===== config.mk =====
export PLATFORM = sky130hd
export DESIGN_NAME = mp_alu_seq_flat
export DESIGN_NICKNAME = d
export VERILOG_FILES = /design/src/rtl/mp_alu_seq_if.sv /design/src/rtl/mp_alu_seq.sv /design/src/flat_wrapper.sv
export SDC_FILE = /design/constraint.sdc
export NUM_CORES = 1
export LEC_CHECK = 0
export CAP_MARGIN = 30
export CORE_ASPECT_RATIO = 0.75
export CORE_MARGIN = 2
export CORE_UTILIZATION = 48
export DETAILED_ROUTE_END_ITERATION = 8
export HOLD_SLACK_MARGIN = 0.03
export PLACE_DENSITY = 0.8
export SLEW_MARGIN = 10
export SYNTH_ARGS = -nofsm -noshare
export SYNTH_HDL_FRONTEND = slang
export SYNTH_SLANG_ARGS = --single-unit

===== constraint.sdc =====
create_clock -name clk -period 4.5 [get_ports clk]
set_clock_uncertainty 0.05 [all_clocks]
set_input_delay 0.9 -clock clk [delete_from_list [all_inputs] [get_ports clk]]
set_output_delay 0.9 -clock clk [all_outputs]
set_load 0.01 [all_outputs]

===== src/rtl/mp_alu_seq_if.sv =====
// Request/response and byte-ALU signals of mp_alu_seq. The slave side is the sequencer.
// The master side is the requester together with the external combinational ALU.
interface mp_alu_seq_if;
    logic        start;
    logic [1:0]  op;
    logic [1:0]  len;
    logic        cin;
    logic [31:0] a_in;
    logic [31:0] b_in;
    logic        ready;
    logic        done;
    logic [31:0] result;
    logic        carry_out;
    logic        zero_flag;
    logic [2:0]  alu_cmd;
    logic [7:0]  alu_inA;
    logic [7:0]  alu_inB;
    logic        alu_sc_i;
    logic [7:0]  alu_rslt;
    logic        alu_sc_o;

    modport master (
        output start, op, len, cin, a_in, b_in, alu_rslt, alu_sc_o,
        input  ready, done, result, carry_out, zero_flag,
        input  alu_cmd, alu_inA, alu_inB, alu_sc_i
    );

    modport slave (
        input  start, op, len, cin, a_in, b_in, alu_rslt, alu_sc_o,
        output ready, done, result, carry_out, zero_flag,
        output alu_cmd, alu_inA, alu_inB, alu_sc_i
    );
endinterface


===== src/rtl/mp_alu_seq.sv =====
// Multi-precision ALU sequencer: drives an external byte ALU over 1..4 bytes, one byte per cycle.
// done pulses n+1 cycles after an n-byte request is accepted; start is ignored unless ready.
module mp_alu_seq (
    input  logic          clk,
    input  logic          reset,
    mp_alu_seq_if.slave   bus
);
    typedef enum logic [1:0] {IDLE, RUN, DONE} state_t;

    localparam logic [1:0] OP_ADD  = 2'b00;
    localparam logic [1:0] OP_SHR  = 2'b10;
    localparam logic [1:0] OP_NAND = 2'b11;

    state_t      state, state_nxt;
    logic [1:0]  op_q, len_q, idx;
    logic [31:0] a_q, b_q, result_q, result_nxt;
    logic        carry_q, zero_q;
    logic        last_byte;
    logic [4:0]  bit_ofs;

    assign bit_ofs   = {idx, 3'b000};
    // SHR walks from the top byte down so the shift-out bit ripples toward byte 0.
    assign last_byte = (op_q == OP_SHR) ? (idx == 2'd0) : (idx == len_q);

    always_ff @(posedge clk or posedge reset) begin
        if (reset) begin
            state <= IDLE;
        end else begin
            state <= state_nxt;
        end
    end

    always_comb begin
        state_nxt    = state;
        bus.alu_cmd  = 3'b000;
        bus.alu_inA  = 8'h00;
        bus.alu_inB  = 8'h00;
        bus.alu_sc_i = 1'b0;
        result_nxt   = result_q;
        case (state)
            IDLE: begin
                if (bus.start) state_nxt = RUN;
            end
            RUN: begin
                bus.alu_cmd  = {1'b0, op_q};
                bus.alu_inA  = a_q[bit_ofs +: 8];
                bus.alu_inB  = (op_q == OP_ADD || op_q == OP_NAND) ? b_q[bit_ofs +: 8] : 8'h00;
                bus.alu_sc_i = carry_q;
                result_nxt[bit_ofs +: 8] = bus.alu_rslt;
                if (last_byte) state_nxt = DONE;
            end
            DONE: begin
                state_nxt = IDLE;
            end
            default: begin
                state_nxt = IDLE;
            end
        endcase
    end

    always_ff @(posedge clk or posedge reset) begin
        if (reset) begin
            op_q     <= 2'b00;
            len_q    <= 2'b00;
            a_q      <= 32'h0;
            b_q      <= 32'h0;
            idx      <= 2'd0;
            result_q <= 32'h0;
            carry_q  <= 1'b0;
            zero_q   <= 1'b1;
        end else begin
            case (state)
                IDLE: begin
                    if (bus.start) begin
                        op_q     <= bus.op;
                        len_q    <= bus.len;
                        a_q      <= bus.a_in;
                        b_q      <= bus.b_in;
                        idx      <= (bus.op == OP_SHR) ? bus.len : 2'd0;
                        result_q <= 32'h0;
                        zero_q   <= 1'b1;
                        carry_q  <= (bus.op == OP_NAND) ? 1'b0 : bus.cin;
                    end
                end
                RUN: begin
                    result_q <= result_nxt;
                    zero_q   <= (result_nxt == 32'h0);
                    carry_q  <= (op_q == OP_NAND) ? 1'b0 : bus.alu_sc_o;
                    if (last_byte) begin
                        idx <= 2'd0;
                    end else if (op_q == OP_SHR) begin
                        idx <= idx - 2'd1;
                    end else begin
                        idx <= idx + 2'd1;
                    end
                end
                default: begin
                end
            endcase
        end
    end

    assign bus.ready     = (state == IDLE);
    assign bus.done      = (state == DONE);
    assign bus.result    = result_q;
    assign bus.carry_out = carry_q;
    assign bus.zero_flag = zero_q;
endmodule


===== src/flat_wrapper.sv =====
// flat-port wrapper written by rule: the top's interface ports become plain ports
module mp_alu_seq_flat 
  (clk, reset, bus_start, bus_op, bus_len, bus_cin, bus_a_in, bus_b_in, bus_alu_rslt, bus_alu_sc_o, bus_ready, bus_done, bus_result, bus_carry_out, bus_zero_flag, bus_alu_cmd, bus_alu_inA, bus_alu_inB, bus_alu_sc_i);
  mp_alu_seq_if bus_i ();
  input  logic clk;
  input  logic reset;
  input wire logic [$bits(bus_i.start)-1:0] bus_start;
  input wire logic [$bits(bus_i.op)-1:0] bus_op;
  input wire logic [$bits(bus_i.len)-1:0] bus_len;
  input wire logic [$bits(bus_i.cin)-1:0] bus_cin;
  input wire logic [$bits(bus_i.a_in)-1:0] bus_a_in;
  input wire logic [$bits(bus_i.b_in)-1:0] bus_b_in;
  input wire logic [$bits(bus_i.alu_rslt)-1:0] bus_alu_rslt;
  input wire logic [$bits(bus_i.alu_sc_o)-1:0] bus_alu_sc_o;
  output wire logic [$bits(bus_i.ready)-1:0] bus_ready;
  output wire logic [$bits(bus_i.done)-1:0] bus_done;
  output wire logic [$bits(bus_i.result)-1:0] bus_result;
  output wire logic [$bits(bus_i.carry_out)-1:0] bus_carry_out;
  output wire logic [$bits(bus_i.zero_flag)-1:0] bus_zero_flag;
  output wire logic [$bits(bus_i.alu_cmd)-1:0] bus_alu_cmd;
  output wire logic [$bits(bus_i.alu_inA)-1:0] bus_alu_inA;
  output wire logic [$bits(bus_i.alu_inB)-1:0] bus_alu_inB;
  output wire logic [$bits(bus_i.alu_sc_i)-1:0] bus_alu_sc_i;
  assign bus_i.start = bus_start;
  assign bus_i.op = bus_op;
  assign bus_i.len = bus_len;
  assign bus_i.cin = bus_cin;
  assign bus_i.a_in = bus_a_in;
  assign bus_i.b_in = bus_b_in;
  assign bus_i.alu_rslt = bus_alu_rslt;
  assign bus_i.alu_sc_o = bus_alu_sc_o;
  assign bus_ready = bus_i.ready;
  assign bus_done = bus_i.done;
  assign bus_result = bus_i.result;
  assign bus_carry_out = bus_i.carry_out;
  assign bus_zero_flag = bus_i.zero_flag;
  assign bus_alu_cmd = bus_i.alu_cmd;
  assign bus_alu_inA = bus_i.alu_inA;
  assign bus_alu_inB = bus_i.alu_inB;
  assign bus_alu_sc_i = bus_i.alu_sc_i;
  mp_alu_seq u_core (.clk(clk), .reset(reset), .bus(bus_i));
endmodule

==> results of run 1 <==
-- where the power goes --
part	switching [mW]	internal [mW]
logic	0.855	0.858
registers	0.267	1.31
clock network	0.329	0.391
total	1.45	2.56
-- through the flow --
| stage | setup WS, ps | instance area, um^2 | util | hold slack (ps) | power [mW] |
|---|---|---|---|---|---|
| floorplan | 763 | 4950 | - | 390 | 2.62 |
| global placement | 1400 | 6390 | 0.628 | 402 | 3.19 |
| detailed placement | 1360 | 6390 | 0.628 | 411 | 3.25 |
| CTS | 985 | 6660 | 0.655 | 427 | 3.98 |
| global route | 879 | 6730 | 0.662 | 446 | 4.30 |
| finish | 1010 | 6730 | 0.662 | 420 | 4.01 |
-- area by class of cell --
type                    count  area [um^2]
clock buffers              14          254
clock inverters             2         12.5
fillers                   816         3440
inverters                   6         25.0
multi-input cells         366         2150
flip-flops and latches    106         2660
well taps                 136          170
repair buffers            143         1460
-- cell usage after synthesis (all sizes together), types with 3 or more instances --
cell,instances
buf,14
nand4,5
clkbuf,16
o21ai,5
dfrtp,105
mux4,16
nor4,5
inv,6
a22o,30
and3,12
nor2b,3
nor3,7
a21oi,7
nand2,214
ha,7
nor2,13
and2,12
-- state kept, by name, summed over array words and instances (netlist names) --
register and count:
u_core.state 2, u_core.len_q 2, u_core.b_q 32, u_core.idx 2, u_core.bus.carry_out 1, u_core.op_q 2
u_core.bus.result 32, u_core.bus.zero_flag 1, u_core.a_q 32
-- path summary, 6_finish.rpt --
| path | depth (start not counted) | startpoint | to | slack (ps) |
|---|---|---|---|---|
| setup / recovery | 3 | u_core.idx[0] | bus_alu_inB[5] | 1010 |
| hold / removal | 2 | u_core.a_q[16] | u_core.a_q[16] | 420 |
| setup reg to reg | 7 | u_core.idx[0] | u_core.bus.zero_flag | 1410 |
| hold reg to reg | 2 | u_core.a_q[16] | u_core.a_q[16] | 420 |
| max in group asynchronous | 4 | reset | u_core.a_q[15] | 2810 |
| min in group asynchronous | 2 | reset | u_core.bus.result[8] | 780 |
-- routing by layer --
layer | part of all wire | routed length [um] | vias up
met3 | 0.087 | 1100 | 17
met2 | 0.44 | 5600 | 198
met5 | 0 | 0 | -
met4 | 0.014 | 173 | 0
li1 | - | - | 1963
met1 | 0.46 | 5760 | 1972
-- worst max-delay path, delay by kind of cell (launching register included) --
family	cells	cell delay [ps]
flip-flops	1	920
multiplexers	1	590
buffers and inverters	1	470
AND/OR/NAND/NOR	1	200
-- logic make-up (layout without fill, tap and decap cells) --
kind of cell / count (synthesis) / count (layout) / synth area share
multiplexers: 16 / 16 / 0.0727
flip-flops: 106 / 106 / 0.536
AO/OA/AOI/OAI: 56 / 56 / 0.0899
AND/OR/NAND/NOR: 283 / 283 / 0.247
XOR/XNOR: 3 / 3 / 0.00531
buffers and inverters: 36 / 165 / 0.0311
adder cells (fa/ha/maj): 7 / 7 / 0.0177
other: 1 / 1 / 0.000757
-- placed cells by master, fill, tap and decap left out, types with 2 or more instances in the layout --
cell,count
nand2_1,213
clkdlybuf4s50_1,135
dfrtp_1,104
a22o_1,26
mux4_2,16
nor2_1,13
and3_1,12
and2_1,11
clkbuf_16,9
a21oi_1,7
nor3_1,7
ha_1,7
nand4_1,5
inv_1,5
o21ai_0,5
buf_4,5
a22o_2,4
nor4_1,4
clkbuf_1,4
and4_1,2
nor4b_1,2
xor2_1,2
nor2b_1,2
a31oi_1,2
a22oi_1,2
buf_16,2
==> impl_metrics.py, run 1 <==
metrics = {
    "outcome": {
        "outcome": "completed",
    },
    "timing": {
        "drv_slew": 0,
        "tightest_slew_ps": 890,
        "hold_violations": 0,
        "max_slew_margin": 0.407,
        "fmax_ghz": 0.287,
        "final.setup.tns_ps": 0,
        "min_period_ps": 3490,
        "setup_viol": 0,
        "grt_setup_unrepaired": "no",
        "finalCritPeriodShare": 0.775,
    },
    "layout": {
        "syn_to_final_growth_pct": 35.8,
        "stdcell_count": 773,
        "antenna_cells": 0,
        "nets": 720,
        "drive_above_1_share": 0.0769,
    },
    "logic_synthesis": {
        "syn_nets": 596,
        "synth.yosys.seq_area_share": 0.536,
        "syn_inst": 508,
        "synth_flop_cell": "dfrtp_1",
        "syn_area_um2": 4950,
        "synth_edf_count": 0,
        "synth_area_leader_cell": "dfrtp_1",
        "synthTopCellsByArea": "dfrtp_1, nand2_1, mux4_2",
        "yosys.cell_types.count": 47,
        "yosysWarnings": 0,
        "synth_top_area_frac": 0.530,
        "ys_seq_elements": 106,
        "async_reset_ff_frac": 1.00,
        "syn_area_per_cell_um2": 9.75,
    },
    "setup_path": {
        "cp_cell_sequence": "mux4_2 -> and3_1 -> clkdlybuf4s50_1",
        "crit_type": "register to output pin",
        "max_stage_delay_ps": 920,
        "crit_fanout": 30,
        "cp-end-kind": "output pin",
        "critPathSlowestCell": "dfrtp_2",
        "cp.arrival_ps": 2540,
        "crit_required_ps": 3550,
        "cp-start-kind": "register",
    },
    "detailed_routing": {
        "first_iter_violations": 375,
        "drcViolationCount": 0,
        "dr.pass1.iters": 4,
        "via_per_inst": 5.37,
        "wl_per_cell_um": 16.4,
        "drtAntennaViolNets": 0,
        "vias": 4150,
        "routed_wirelength_um": 12600,
    },
    "placement": {
        "hpwl_um": 8590,
        "place_inst": 754,
        "io_buffers": 135,
        "gp_congestion": 0.819,
    },
    "global_route": {
        "grt_pass1_wl_um": 21000,
        "first_global_vias": 4152,
        "grtUsageTotal": 0.242,
        "use_met2": 0.352,
        "grt_use_met1": 0.360,
        "grt.overflow.total": 0,
        "grt_start_max_net_pins": 81,
        "met3_usage": 0.0647,
        "busiest_layer": "met1",
        "antenna_found_initial": 0,
    },
    "clock_tree": {
        "clk_pin_slew_worst_paths_ps": 70,
        "root_buffer": "clkbuf_16",
        "ctsResizeCount": 0,
        "postCtsHoldBufs": 0,
        "cts.path.max_buffers": 2,
        "cts_sinks": 106,
        "clk_latency_ps": 340,
        "postCtsSetupBuffers": 0,
        "cts_tree": "built",
        "h-tree-depth": 3,
        "numCtsBuffers": 9,
    },
    "power_and_ir_drop": {
        "power_density_nw_per_um2": 596,
        "vdd_ir_drop_max_mv": 0.260,
        "p_leak_nw": 3.17,
    },
    "hold_path": {
        "hold_path_class": "register to register",
    },
    "floorplan": {
        "pin_count": 137,
        "die_h_um": 92.0,
        "dieArea_um2": 11200,
        "fp.dieW_um": 121,
        "floorplan.initialDensity": 0.487,
        "core_area_um2": 10200,
        "rows": 32,
    },
    "flow_run": {
        "maxCapViolCount": 0,
    },
}
Note: power is estimated with default switching activity, not from simulation.
==> run 2, diff against run 1 <==
==> constraint.sdc (replaced) <==
create_clock -name clk -period 3.5 [get_ports clk]
set_clock_uncertainty 0.05 [all_clocks]
set_input_delay 0.7 -clock clk [delete_from_list [all_inputs] [get_ports clk]]
set_output_delay 0.7 -clock clk [all_outputs]
set_load 0.01 [all_outputs]
==> impl_metrics.py, run 2 (synthesis results as in run 1) <==
metrics = {
    "global_route": {
        "grt_pass1_wl_um": 21300,
        "first_global_vias": 4154,
        "grt_start_max_net_pins": 69,
        "grtUsageTotal": 0.247,
        "antenna_found_initial": 0,
        "grt.overflow.total": 0,
    },
    "detailed_routing": {
        "routed_wirelength_um": 12900,
        "wl_per_cell_um": 16.6,
        "maxUsedRoutingLayer": "met4",
        "via_per_inst": 5.39,
        "wl_met1_um": 5730,
        "vias": 4184,
        "dr.pass1.iters": 7,
        "first_iter_violations": 332,
        "wl_met2_um": 5690,
        "drtAntennaViolNets": 0,
        "drcViolationCount": 0,
        "wl_met3_um": 1180,
    },
    "timing": {
        "min_period_ps": 3300,
        "max_slew_margin": 0.428,
        "fmax_ghz": 0.303,
        "tightest_slew_ps": 859,
        "finalCritPeriodShare": 0.942,
        "grt_setup_unrepaired": "no",
        "holdWs_ps": 422,
        "setup_viol": 0,
        "drv_slew": 0,
        "hold_violations": 0,
        "final.setup.tns_ps": 0,
    },
    "layout": {
        "antenna_cells": 0,
        "fin_util": 0.665,
        "nets": 723,
        "nFillCells": 839,
        "final_common_cell": "nand2_1",
        "layout_common_cells": "nand2_1, clkdlybuf4s50_1, dfrtp_1",
        "drive_above_1_share": 0.0875,
        "syn_to_final_growth_pct": 36.6,
    },
    "clock_tree": {
        "postCtsSetupBuffers": 0,
        "clk_latency_ps": 350,
        "ctsResizeCount": 0,
        "postCtsHoldBufs": 0,
        "root_buffer": "clkbuf_16",
        "h-tree-depth": 3,
        "clk_pin_slew_worst_paths_ps": 70,
        "cts_tree": "built",
        "cts_sinks": 106,
        "numCtsBuffers": 9,
        "cts.path.max_buffers": 2,
    },
    "setup_path": {
        "critPathTopFamily": "flip-flops",
        "critPathSlowestCell": "dfrtp_2",
        "cp_num_buf_inv": 1,
        "crit_type": "register to output pin",
        "crit_required_ps": 2750,
        "max_stage_delay_ps": 930,
        "cp-start-kind": "register",
        "cp_cell_sequence": "mux4_2 -> and2_1 -> clkdlybuf4s50_1",
        "cp-end-kind": "output pin",
        "crit_fanout": 30,
        "cp.arrival_ps": 2550,
    },
    "outcome": {
        "outcome": "completed",
    },
    "power_and_ir_drop": {
        "p_leak_nw": 3.20,
        "power_density_nw_per_um2": 767,
        "finalPower_mw": 5.19,
        "vdd_ir_drop_max_mv": 0.344,
    },
    "floorplan": {
        "floorplan.initialDensity": 0.487,
        "die_h_um": 92.0,
        "core_area_um2": 10200,
        "dieArea_um2": 11200,
        "rows": 32,
        "pin_count": 137,
        "fp.dieW_um": 121,
    },
    "placement": {
        "io_buffers": 135,
        "gp_congestion": 0.816,
        "hpwl_um": 8790,
    },
    "hold_path": {
        "hold_path_class": "register to register",
    },
    "flow_run": {
        "maxCapViolCount": 0,
    },
}
==> run 2: stage by stage <==
stage	setup slack [ps]	cells	area, um^2
after floorplan	985	508	4960
after global placement	589	759	6450
after detailed placement	526	760	6470
after CTS	153	776	6770
after global routing	58.4	776	6770
final	203	776	6770
==> run 2: final cells by class <==
type / instances / area [um^2] / area share
multi-input combinational: 366 / 2150 / 0.318
clock buffer: 12 / 267 / 0.0394
tap: 136 / 170 / 0.0251
sequential: 106 / 2660 / 0.392
timing repair buffer: 146 / 1470 / 0.217
inverter: 6 / 26.3 / 0.00388
clock inverter: 4 / 25.0 / 0.00370
==> run 2: worst reg2reg max path, stage by stage (launching register included) <==
cell     delay (ps)
dfrtp_2         930
inv_1           230
ha_1            430
nor4b_1         460
and3_1          370
o21ai_0         130
o21ai_0         130
o32ai_2         120
==> run 2: path summary, 6_finish.rpt <==
kind,from,end,slack [ps],cells after the start
max,u_core.idx[0],bus_alu_inA[1],200,3
min,u_core.a_q[22],u_core.a_q[22],420,2
max reg2reg,u_core.idx[0],u_core.bus.zero_flag,570,7
min reg2reg,u_core.a_q[22],u_core.a_q[22],420,2
max in group asynchronous,reset,u_core.bus.zero_flag,2180,3
min in group asynchronous,reset,u_core.bus.carry_out,660,2
==> run 2: metal layers <==
layer	up-vias	global-route usage
met5	-	0
met4	0	0.0728
met3	25	0.0796
met2	187	0.362
met1	2006	0.353
li1	1966	-
==> run 2: where the power goes <==
group	internal, mW	total [mW]	switching, mW
sequential	1.68	2.02	0.337
clock	0.538	0.977	0.439
combinational	1.09	2.19	1.10
total	3.32	5.19	1.88
==> run 3, diff against run 2 <==
--- a/config.mk
+++ b/config.mk
@@ -7,7 +7,6 @@
 export LEC_CHECK = 0
 export CAP_MARGIN = 30
 export CORE_ASPECT_RATIO = 0.75
-export CORE_MARGIN = 2
 export CORE_UTILIZATION = 48
 export DETAILED_ROUTE_END_ITERATION = 8
 export HOLD_SLACK_MARGIN = 0.03
==> impl_metrics.py, run 3 (synthesis results as in run 1) <==
metrics = {
    "layout": {
        "antenna_cells": 0,
        "stdcell_count": 769,
        "stdcell_area_um2": 6780,
        "layout_common_cells": "nand2_1, clkdlybuf4s50_1, dfrtp_1",
        "nets": 722,
        "fin_util": 0.688,
        "syn_to_final_growth_pct": 36.9,
        "drive_above_1_share": 0.0816,
        "final_common_cell": "nand2_1",
    },
    "floorplan": {
        "fp.dieW_um": 119,
        "die_h_um": 90.0,
        "floorplan.initialDensity": 0.503,
        "rows": 31,
        "core_area_um2": 9850,
        "pin_count": 137,
        "dieArea_um2": 10700,
    },
    "clock_tree": {
        "cts_sinks": 106,
        "clk_pin_slew_worst_paths_ps": 70,
        "root_buffer": "clkbuf_16",
        "clk_latency_ps": 340,
        "ctsResizeCount": 0,
        "cts_tree": "built",
        "cts.path.max_buffers": 2,
        "numCtsBuffers": 9,
        "postCtsSetupBuffers": 0,
        "h-tree-depth": 3,
        "postCtsHoldBufs": 0,
    },
    "timing": {
        "tightest_slew_ps": 823,
        "min_period_ps": 3290,
        "finalCritPeriodShare": 0.939,
        "holdWs_ps": 425,
        "final.setup.tns_ps": 0,
        "grt_setup_unrepaired": "no",
        "fmax_ghz": 0.304,
        "drv_slew": 0,
        "hold_violations": 0,
        "setup_slack_ps": 213,
        "setup_viol": 0,
        "max_slew_margin": 0.452,
    },
    "setup_path": {
        "rr_worst_depth": 7,
        "cp-end-kind": "output pin",
        "cp-start-kind": "register",
        "crit_type": "register to output pin",
        "r2r_end": "u_core.bus.zero_flag",
        "r2r_slack_ps": 580,
        "crit_path_start": "u_core.idx[0]",
        "cp.arrival_ps": 2540,
        "crit_required_ps": 2750,
        "reg2reg_from": "u_core.idx[0]",
        "crit_fanout": 30,
    },
    "detailed_routing": {
        "vias": 4248,
        "routed_wirelength_um": 13000,
        "first_iter_violations": 336,
        "via_per_inst": 5.52,
        "drtAntennaViolNets": 0,
        "drcViolationCount": 0,
        "wl_per_cell_um": 17.0,
        "dr.pass1.iters": 5,
    },
    "global_route": {
        "grt_pass1_wl_um": 21200,
        "grt.overflow.total": 0,
        "busiest_layer": "met2",
        "antenna_found_initial": 0,
        "grt_use_met1": 0.357,
        "grtUsageTotal": 0.256,
        "use_met2": 0.388,
        "grt_start_max_net_pins": 39,
        "met3_usage": 0.0736,
        "first_global_vias": 4202,
    },
    "outcome": {
        "outcome": "completed",
    },
    "placement": {
        "io_buffers": 135,
        "placed_cell_area_um2": 6470,
        "hpwl_um": 9130,
        "place_inst": 755,
        "pre_cts_slack_ps": 543,
        "gp_congestion": 0.873,
    },
    "hold_path": {
        "hold_end": "u_core.a_q[22]",
        "min-delay-start": "u_core.a_q[22]",
        "hold_path_class": "register to register",
        "hold_depth": 2,
    },
    "power_and_ir_drop": {
        "power_density_nw_per_um2": 783,
        "p_leak_nw": 3.21,
        "finalPower_mw": 5.31,
        "vdd_ir_drop_max_mv": 0.348,
    },
    "flow_run": {
        "maxCapViolCount": 0,
    },
}
==> run 3: worst max-delay path, cell delays in order (launching register included) <==
cell             delay, ps
dfrtp_2                900
mux4_2                 610
and2_1                 180
clkdlybuf4s50_1        480
==> run 3: worst max path at each step <==
| stage | to | cells past startpoint |
|---|---|---|
| after floorplan | u_core.bus.zero_flag | 10 |
| after global placement | bus_alu_inB[7] | 3 |
| after detailed placement | bus_alu_inB[7] | 3 |
| after CTS | bus_alu_inA[1] | 3 |
| after global routing | bus_alu_inA[1] | 3 |
| final | bus_alu_inA[1] | 3 |
==> run 3: where the power goes <==
part | internal, mW | total [mW] | switching, mW
registers | 1.69 | 2.05 | 0.368
logic | 1.10 | 2.20 | 1.10
clock network | 0.637 | 1.05 | 0.417
==> run 3: final cells by class <==
type                    instances  area [um^2]
fillers                       763         3070
repair buffers                145         1480
clock inverters                 3         65.1
inverters                       6         26.3
clock buffers                  11          243
well taps                     132          165
flip-flops and latches        106         2660
multi-input cells             366         2150
==> run 3: metal layers <==
layer	wire length (um)	vias up
li1	-	1966
met1	5790	2066
met2	5970	207
met3	1150	9
met4	134	0
met5	0	-
